### src/rtl/cacheline_arbiter.sv
// cacheline_arbiter
// Shares one line-memory port between an instruction cache (i_*) and a data
// cache (d_*). One transaction is in flight at a time; on a tie the cache that
// was not granted last wins. The op, address and wdata of the granted request
// are captured at grant time and drive the memory port until mem_resp.
//
// Ports
//   clk, rst_n                 clock, asynchronous active-low reset
//   i_read/i_write/i_address/i_wdata  I-cache request (read+write => write)
//   i_rdata/i_resp             I-cache return line and completion pulse
//   d_read/d_write/d_address/d_wdata  D-cache request (read+write => write)
//   d_rdata/d_resp             D-cache return line and completion pulse
//   mem_read/mem_write/mem_address/mem_wdata  shared memory request
//   mem_rdata/mem_resp         shared memory return line and completion pulse
module cacheline_arbiter #(
  parameter int unsigned ADDR_W = 32,
  parameter int unsigned LINE_W = 256
) (
  input  logic              clk,
  input  logic              rst_n,
  // instruction cache
  input  logic              i_read,
  input  logic              i_write,
  input  logic [ADDR_W-1:0] i_address,
  input  logic [LINE_W-1:0] i_wdata,
  output logic [LINE_W-1:0] i_rdata,
  output logic              i_resp,
  // data cache
  input  logic              d_read,
  input  logic              d_write,
  input  logic [ADDR_W-1:0] d_address,
  input  logic [LINE_W-1:0] d_wdata,
  output logic [LINE_W-1:0] d_rdata,
  output logic              d_resp,
  // shared memory port
  output logic              mem_read,
  output logic              mem_write,
  output logic [ADDR_W-1:0] mem_address,
  output logic [LINE_W-1:0] mem_wdata,
  input  logic [LINE_W-1:0] mem_rdata,
  input  logic              mem_resp
);

  typedef enum logic [1:0] {
    IDLE   = 2'd0,
    BUSY_I = 2'd1,
    BUSY_D = 2'd2
  } state_t;

  state_t            r_state;
  state_t            w_next_state;

  // Round-robin history: 1 means the last completed grant went to D.
  logic              r_last_d;

  // Captured request of the current owner.
  logic              r_op_write;
  logic [ADDR_W-1:0] r_address;
  logic [LINE_W-1:0] r_wdata;

  logic              w_req_i;
  logic              w_req_d;
  logic              w_grant_i;
  logic              w_grant_d;
  logic              w_busy;
  logic              w_done;
  logic              w_sel_write;
  logic [ADDR_W-1:0] w_sel_address;
  logic [LINE_W-1:0] w_sel_wdata;

  assign w_req_i = i_read | i_write;
  assign w_req_d = d_read | d_write;
  assign w_busy  = (r_state == BUSY_I) || (r_state == BUSY_D);
  // mem_resp only counts while a transaction is outstanding.
  assign w_done  = w_busy && mem_resp;

  // Next-state and grant decision.
  always_comb begin
    w_next_state = r_state;
    w_grant_i    = 1'b0;
    w_grant_d    = 1'b0;
    case (r_state)
      IDLE: begin
        // D wins when alone, or on a tie when I was not... rather when D was
        // not the last one served.
        if (w_req_d && (!w_req_i || !r_last_d)) begin
          w_grant_d    = 1'b1;
          w_next_state = BUSY_D;
        end else if (w_req_i) begin
          w_grant_i    = 1'b1;
          w_next_state = BUSY_I;
        end
      end
      BUSY_I, BUSY_D: begin
        if (mem_resp) begin
          w_next_state = IDLE;
        end
      end
      default: begin
        w_next_state = IDLE;
      end
    endcase
  end

  // Request mux feeding the capture registers; a write wins over a read.
  always_comb begin
    w_sel_write   = i_write;
    w_sel_address = i_address;
    w_sel_wdata   = i_wdata;
    if (w_grant_d) begin
      w_sel_write   = d_write;
      w_sel_address = d_address;
      w_sel_wdata   = d_wdata;
    end
  end

  // State register.
  always_ff @(posedge clk or negedge rst_n) begin
    if (!rst_n) begin
      r_state <= IDLE;
    end else begin
      r_state <= w_next_state;
    end
  end

  // Capture registers, loaded only on a grant so they hold through BUSY and IDLE.
  always_ff @(posedge clk or negedge rst_n) begin
    if (!rst_n) begin
      r_op_write <= 1'b0;
      r_address  <= '0;
      r_wdata    <= '0;
    end else if (w_grant_i || w_grant_d) begin
      r_op_write <= w_sel_write;
      r_address  <= w_sel_address;
      r_wdata    <= w_sel_wdata;
    end
  end

  // Fairness history advances when a transaction completes.
  always_ff @(posedge clk or negedge rst_n) begin
    if (!rst_n) begin
      r_last_d <= 1'b0;
    end else if (w_done) begin
      r_last_d <= (r_state == BUSY_D);
    end
  end

  // Memory port is a pure decode of registered state.
  assign mem_read    = w_busy && !r_op_write;
  assign mem_write   = w_busy &&  r_op_write;
  assign mem_address = r_address;
  assign mem_wdata   = r_wdata;

  // Return path: data broadcast to both caches, only resp is steered.
  assign i_rdata = mem_rdata;
  assign d_rdata = mem_rdata;
  assign i_resp  = (r_state == BUSY_I) && mem_resp;
  assign d_resp  = (r_state == BUSY_D) && mem_resp;

endmodule

### config.mk
export PLATFORM = sky130hd
export DESIGN_NAME = cacheline_arbiter
export DESIGN_NICKNAME = d
export VERILOG_FILES = /design/src/rtl/cacheline_arbiter.sv
export SDC_FILE = /design/constraint.sdc
export NUM_CORES = 1
export LEC_CHECK = 0
export CAP_MARGIN = 0
export CORE_AREA = 2 2 647 649
export DETAILED_ROUTE_END_ITERATION = 8
export DIE_AREA = 0 0 649 651
export DONT_BUFFER_PORTS = 1
export PLACE_DENSITY_LB_ADDON = 0.25
export SETUP_SLACK_MARGIN = 0.02
export SYNTH_ARGS = -nofsm -noshare
export SYNTH_HDL_FRONTEND = slang
export SYNTH_SLANG_ARGS = --single-unit
### constraint.sdc
create_clock -name clk -period 1.7 [get_ports clk]
set_clock_uncertainty 0.1 [all_clocks]
set_input_delay 0.17 -clock clk [delete_from_list [all_inputs] [get_ports clk]]
set_output_delay 0.17 -clock clk [all_outputs]
set_load 0.02 [all_outputs]
-- Word-level counts from Yosys, hierarchy flattened
Cells that the tools add are included.
- output and inout port bits: 804
- bits in registers: 292
- logic and storage cells: 38
- bits of input ports: 839
- reduce and logical (&&, ||, !) cells: 15
- muxes and demuxes: 12
- bitwise operators: 2
- equality and inequality tests: 4
- operator list (cell ; number):
    $mux 256 ; 1
    $mux 32 ; 1
    $logic_and 1x1->1 ; 6
    $mux 1 ; 6
    $mux 2 ; 3
    $pmux 2 s2 ; 1
    $logic_not 1->1 ; 3
    $logic_or 1x1->1 ; 3
    $ne 3x3->1 const B ; 1
    $eq 2x1->1 const B ; 1
    $eq 2x2->1 const B ; 1
    $logic_not 2->1 ; 1
    $ne 2x2->1 const B ; 1
    $or 1x1->1 ; 2
    $reduce_and 2->1 ; 1
    $reduce_or 2->1 ; 1

-- Logic depth before layout (Yosys ltp)
- word-level depth: 7
- mapped depth: 8
- depth with buffers taken out: 5

-- Least setup slack after synthesis
OpenSTA, ideal clock, no wires.
- path type: flip-flop to flip-flop
- from: register r_state[0]
- to: register r_wdata[237] (netlist: mem_wdata[237])
- period minus slack after synthesis: 1.727 ns
- data required time: 1.508 ns
- stages on the path, launching flop included: 9
- slack: -0.027 ns
- data arrival time: 1.535 ns
- cell sequence: dfrtp_1 inv_1 ha_1 o21a_1 buf_4 buf_6 buf_2 a21oi_1 o31ai_2
- word-level cells in the longest chain between the ends: 3
- elaborated cells between the ends (all ways): 5
- ends and longest elaborated chain (what ; line ; text):
    start: declaration ; 50 ; state_t r_state;
    start signal: assignment ; 122 ; r_state <= w_next_state;
    $logic_not 2->1 * ; 82 ; case (r_state)
    $mux 1 ; 82 ;
    $mux 256 or $logic_or 1x1->1 (tied branches) ; 110, 132 ;
    end signal: assignment ; 135 ; r_wdata <= w_sel_wdata;
    end: declaration ; 59 ; logic [LINE_W-1:0] r_wdata;
Every way passes the cells marked *; elsewhere a longest branch is shown, timed or not.
A chain may end at the register's enable or synchronous reset.

-- Worst setup path after layout
- from: register r_state[1]
- to: register r_wdata[159] (netlist: mem_wdata[159])
The elaborated chain is that of the path after synthesis.

==> impl_metrics.tcl <==
set metrics [dict create \
    port_buffers 0 \
    htreeDepth 2 \
    clkLatencyLatePin_ps 720 \
    fin_crit_sh_pct 123 \
    rsz0062_at_grt "true" \
    timing.rr.start "r_state[1]$_DFFE_PN0P_" \
    layout_common_cells "dlygate4sd3_1, nor3_1, o31ai_4, buf_4, dfrtp_1" \
    yosysSeqAreaShare_pct 37.5 \
    grt_pass1_vias 21200 \
    routed_via_density 2.59 \
    drt-total-wl_mm 273 \
    ctsHoldBuffers 582 \
    detail-route-antenna-nets 0 \
    status "complete, but fails checks" \
    grt_usage_pct 12.2 \
    num_vias 21400 \
    cts_made_buffers 45 \
    synthCells 2177 \
    syn2layout_area_growth_pct 122 \
    io_pins 1643 \
    grt_pass1_wl_mm 316 \
    gp_congestion 0.895 \
    initial_core_util_pct 4.68 \
    synth_area_sq_um 19500 \
    worst-r2r-cell-count 10 \
    synth_xor_area_share_pct 0 \
    root_buffer "clkbuf_16" \
    wl_per_cell_um 33.1 \
    seqCellArea_sq_um 7470 \
    synth.net_count 3019 \
    r2r_setup_slack_ps -390 \
    hp-class "primary input to asynchronous set/reset pin" \
    antenna_found_initial 64 \
    critPathLaunchType "flip-flop" \
    synth_area_per_cell_sq_um 8.94 \
    worst_hold_slack_ps -934 \
    synth_top_family_by_area "buffers and inverters" \
    worst_slew_pin_slew_ps 1260 \
    dp_slack_ps -398 \
    synth_fa_ha_area_share_pct 0.193 \
    maxCapViolCount 0 \
    die_area_sq_um 422000 \
    synth_seq_cells 292 \
    cts_buffer_depth 3 \
    period_needed_ps 2090 \
    overflow 0 \
    drc 0 \
    powerDensity_nw_per_um2 2060 \
    cts_tree "yes" \
    design.core.area_sq_um 415000 \
    ir_worst_vdd_uv 633 \
    maxSlewHeadroom_pct 15.7 \
    cp.arrival_ps 2600 \
    violations "hold timing, setup timing" \
    path_clk_slew_ps 70 \
    fillers 47300 \
    synthDistinctLibCells 25 \
    hold_viol_final 292 \
    grt_start_max_net_pins 293 \
    die-width_um 649 \
    setup_viol 293 \
    worstPathRequired_ps 2210 \
    r2r-end "mem_wdata[159]$_DFFE_PN0P_" \
    synth-simple-area-share_pct 13.3 \
    dpl.hpwl_mm 215 \
    layout_setup_ws_ps -390 \
    slew_viol_final 0 \
    firstDrtPassIters 5 \
    drive_gt1_share_pct 56.7 \
    rows 237 \
    synth_mux_area_share_pct 0.0579 \
    ys_warn_count 0 \
    cp-end-kind "flip-flop" \
    final_nets 3518 \
    cts_sinks 292 \
    final_common_cell "dlygate4sd3_1" \
    max_freq_mhz 479 \
    die_h_um 651 \
    cp_max_fo 7 \
    multi_input_area_sq_um 12300 \
    synth_compound_area_share_pct 23.4 \
    p_leak_nw 15.0 \
    drt-initial-drc-count 1795 \
    crit_type "flip-flop to flip-flop" \
]
## stage by stage
stage | area, sq um | power (mW) | TNS, ps | util (%) | instances
6_report | 43200 | 88.9 | -71150 | 10.4 | 8246
2_1_floorplan | 19500 | 30.6 | 0 | - | 2177
5_1_grt | 43200 | 93.0 | -88740 | 10.4 | 8241
3_5_place_dp | 24300 | 48.8 | -67280 | 5.85 | 7283
4_1_cts | 38800 | 80.7 | -99150 | 9.33 | 8135
3_3_place_gp | 24300 | 48.7 | -70370 | 5.85 | 7283
## worst max-delay path by stage
stage	endpoint	cells after the start	start	slack, ps
after floorplan	mem_wdata[100]$_DFFE_PN0P_	8	r_state[1]$_DFFE_PN0P_	20
after global placement	mem_wdata[64]$_DFFE_PN0P_	8	r_state[1]$_DFFE_PN0P_	-400
after detailed placement	mem_wdata[64]$_DFFE_PN0P_	8	r_state[1]$_DFFE_PN0P_	-400
after CTS	mem_read	4	r_state[1]$_DFFE_PN0P_	-450
after global routing	mem_wdata[159]$_DFFE_PN0P_	10	r_state[1]$_DFFE_PN0P_	-450
final	mem_wdata[159]$_DFFE_PN0P_	10	r_state[1]$_DFFE_PN0P_	-390
## registers in the layout (all words and copies together) (netlist names)
signal,cells
mem_wdata,256
mem_address,32
r_state,2
r_last_d,1
r_op_write,1
## Yosys cell counts (all sizes together)
cell	n	area, sq um
clkbuf	33	128
nand2	291	1090
dfrtp	292	7310
a21oi	291	1460
nor3	288	1440
o31ai	288	3030
o41ai	1	16.3
inv	2	7.51
o21a	2	15.0
nand2b	2	12.5
and2	3	18.8
mux2	1	11.3
nor2	3	11.3
o32ai	2	17.5
buf	670	4820
nand3b	1	7.51
ha	3	37.5
nor2b	2	12.5
o21ai	2	21.3
## timing repair
| item | CTS | global route |
|---|---|---|
| pin swaps | 237 | 172 |
| resized for setup | 804 | 863 |
| gates cloned | 99 | 30 |
| setup buffers | 95 | 79 |
| endpoints found under the setup margin | 486 | 466 |
| hold endpoints to repair | 584 | 292 |
## cells by family (layout without fill, tap and decap cells)
kind of cell	count (synthesis)	count (layout)
buffers and inverters	705	1240
AND/OR/NAND/NOR	590	590
AO/OA/AOI/OAI	586	586
flip-flops	292	292
adder cells (fa/ha/maj)	3	3
multiplexers	1	1
other	0	37
## layout make-up
class,count,share of cell area [%]
Multi-Input combinational cell,1180,28.5
Sequential cell,292,17.3
Timing Repair Buffer,1155,34.7
Clock buffer,65,2.99
Inverter,2,0.0174
Tap cell,5497,15.9
Antenna cell,37,0.214
Clock inverter,18,0.356
## metal layers
metal | GRT usage [%] | part of all wire, % | up-vias | wire (um)
met5 | 1.22 | 0.32 | - | 875
met4 | 5.76 | 5.5 | 30 | 15000
met1 | 10.1 | 27 | 10600 | 75000
met3 | 10.3 | 19 | 541 | 53000
li1 | - | - | 8263 | -
met2 | 20.2 | 47 | 1980 | 129000
## critical path: stages (launching register included)
cell and delay (ps):
dfrtp_1 390, inv_2 90, ha_4 140, buf_6 100, o41ai_4 90, clkbuf_16 180
buf_16 140, buf_16 190, buf_12 130, buf_16 140, o31ai_2 220
## report_power, final
part	total (mW)	internal, mW	switching [mW]
registers	20.0	10.7	9.34
clock network	9.92	5.44	4.48
logic	58.9	27.2	31.8
(Power assumes the default switching activity.)
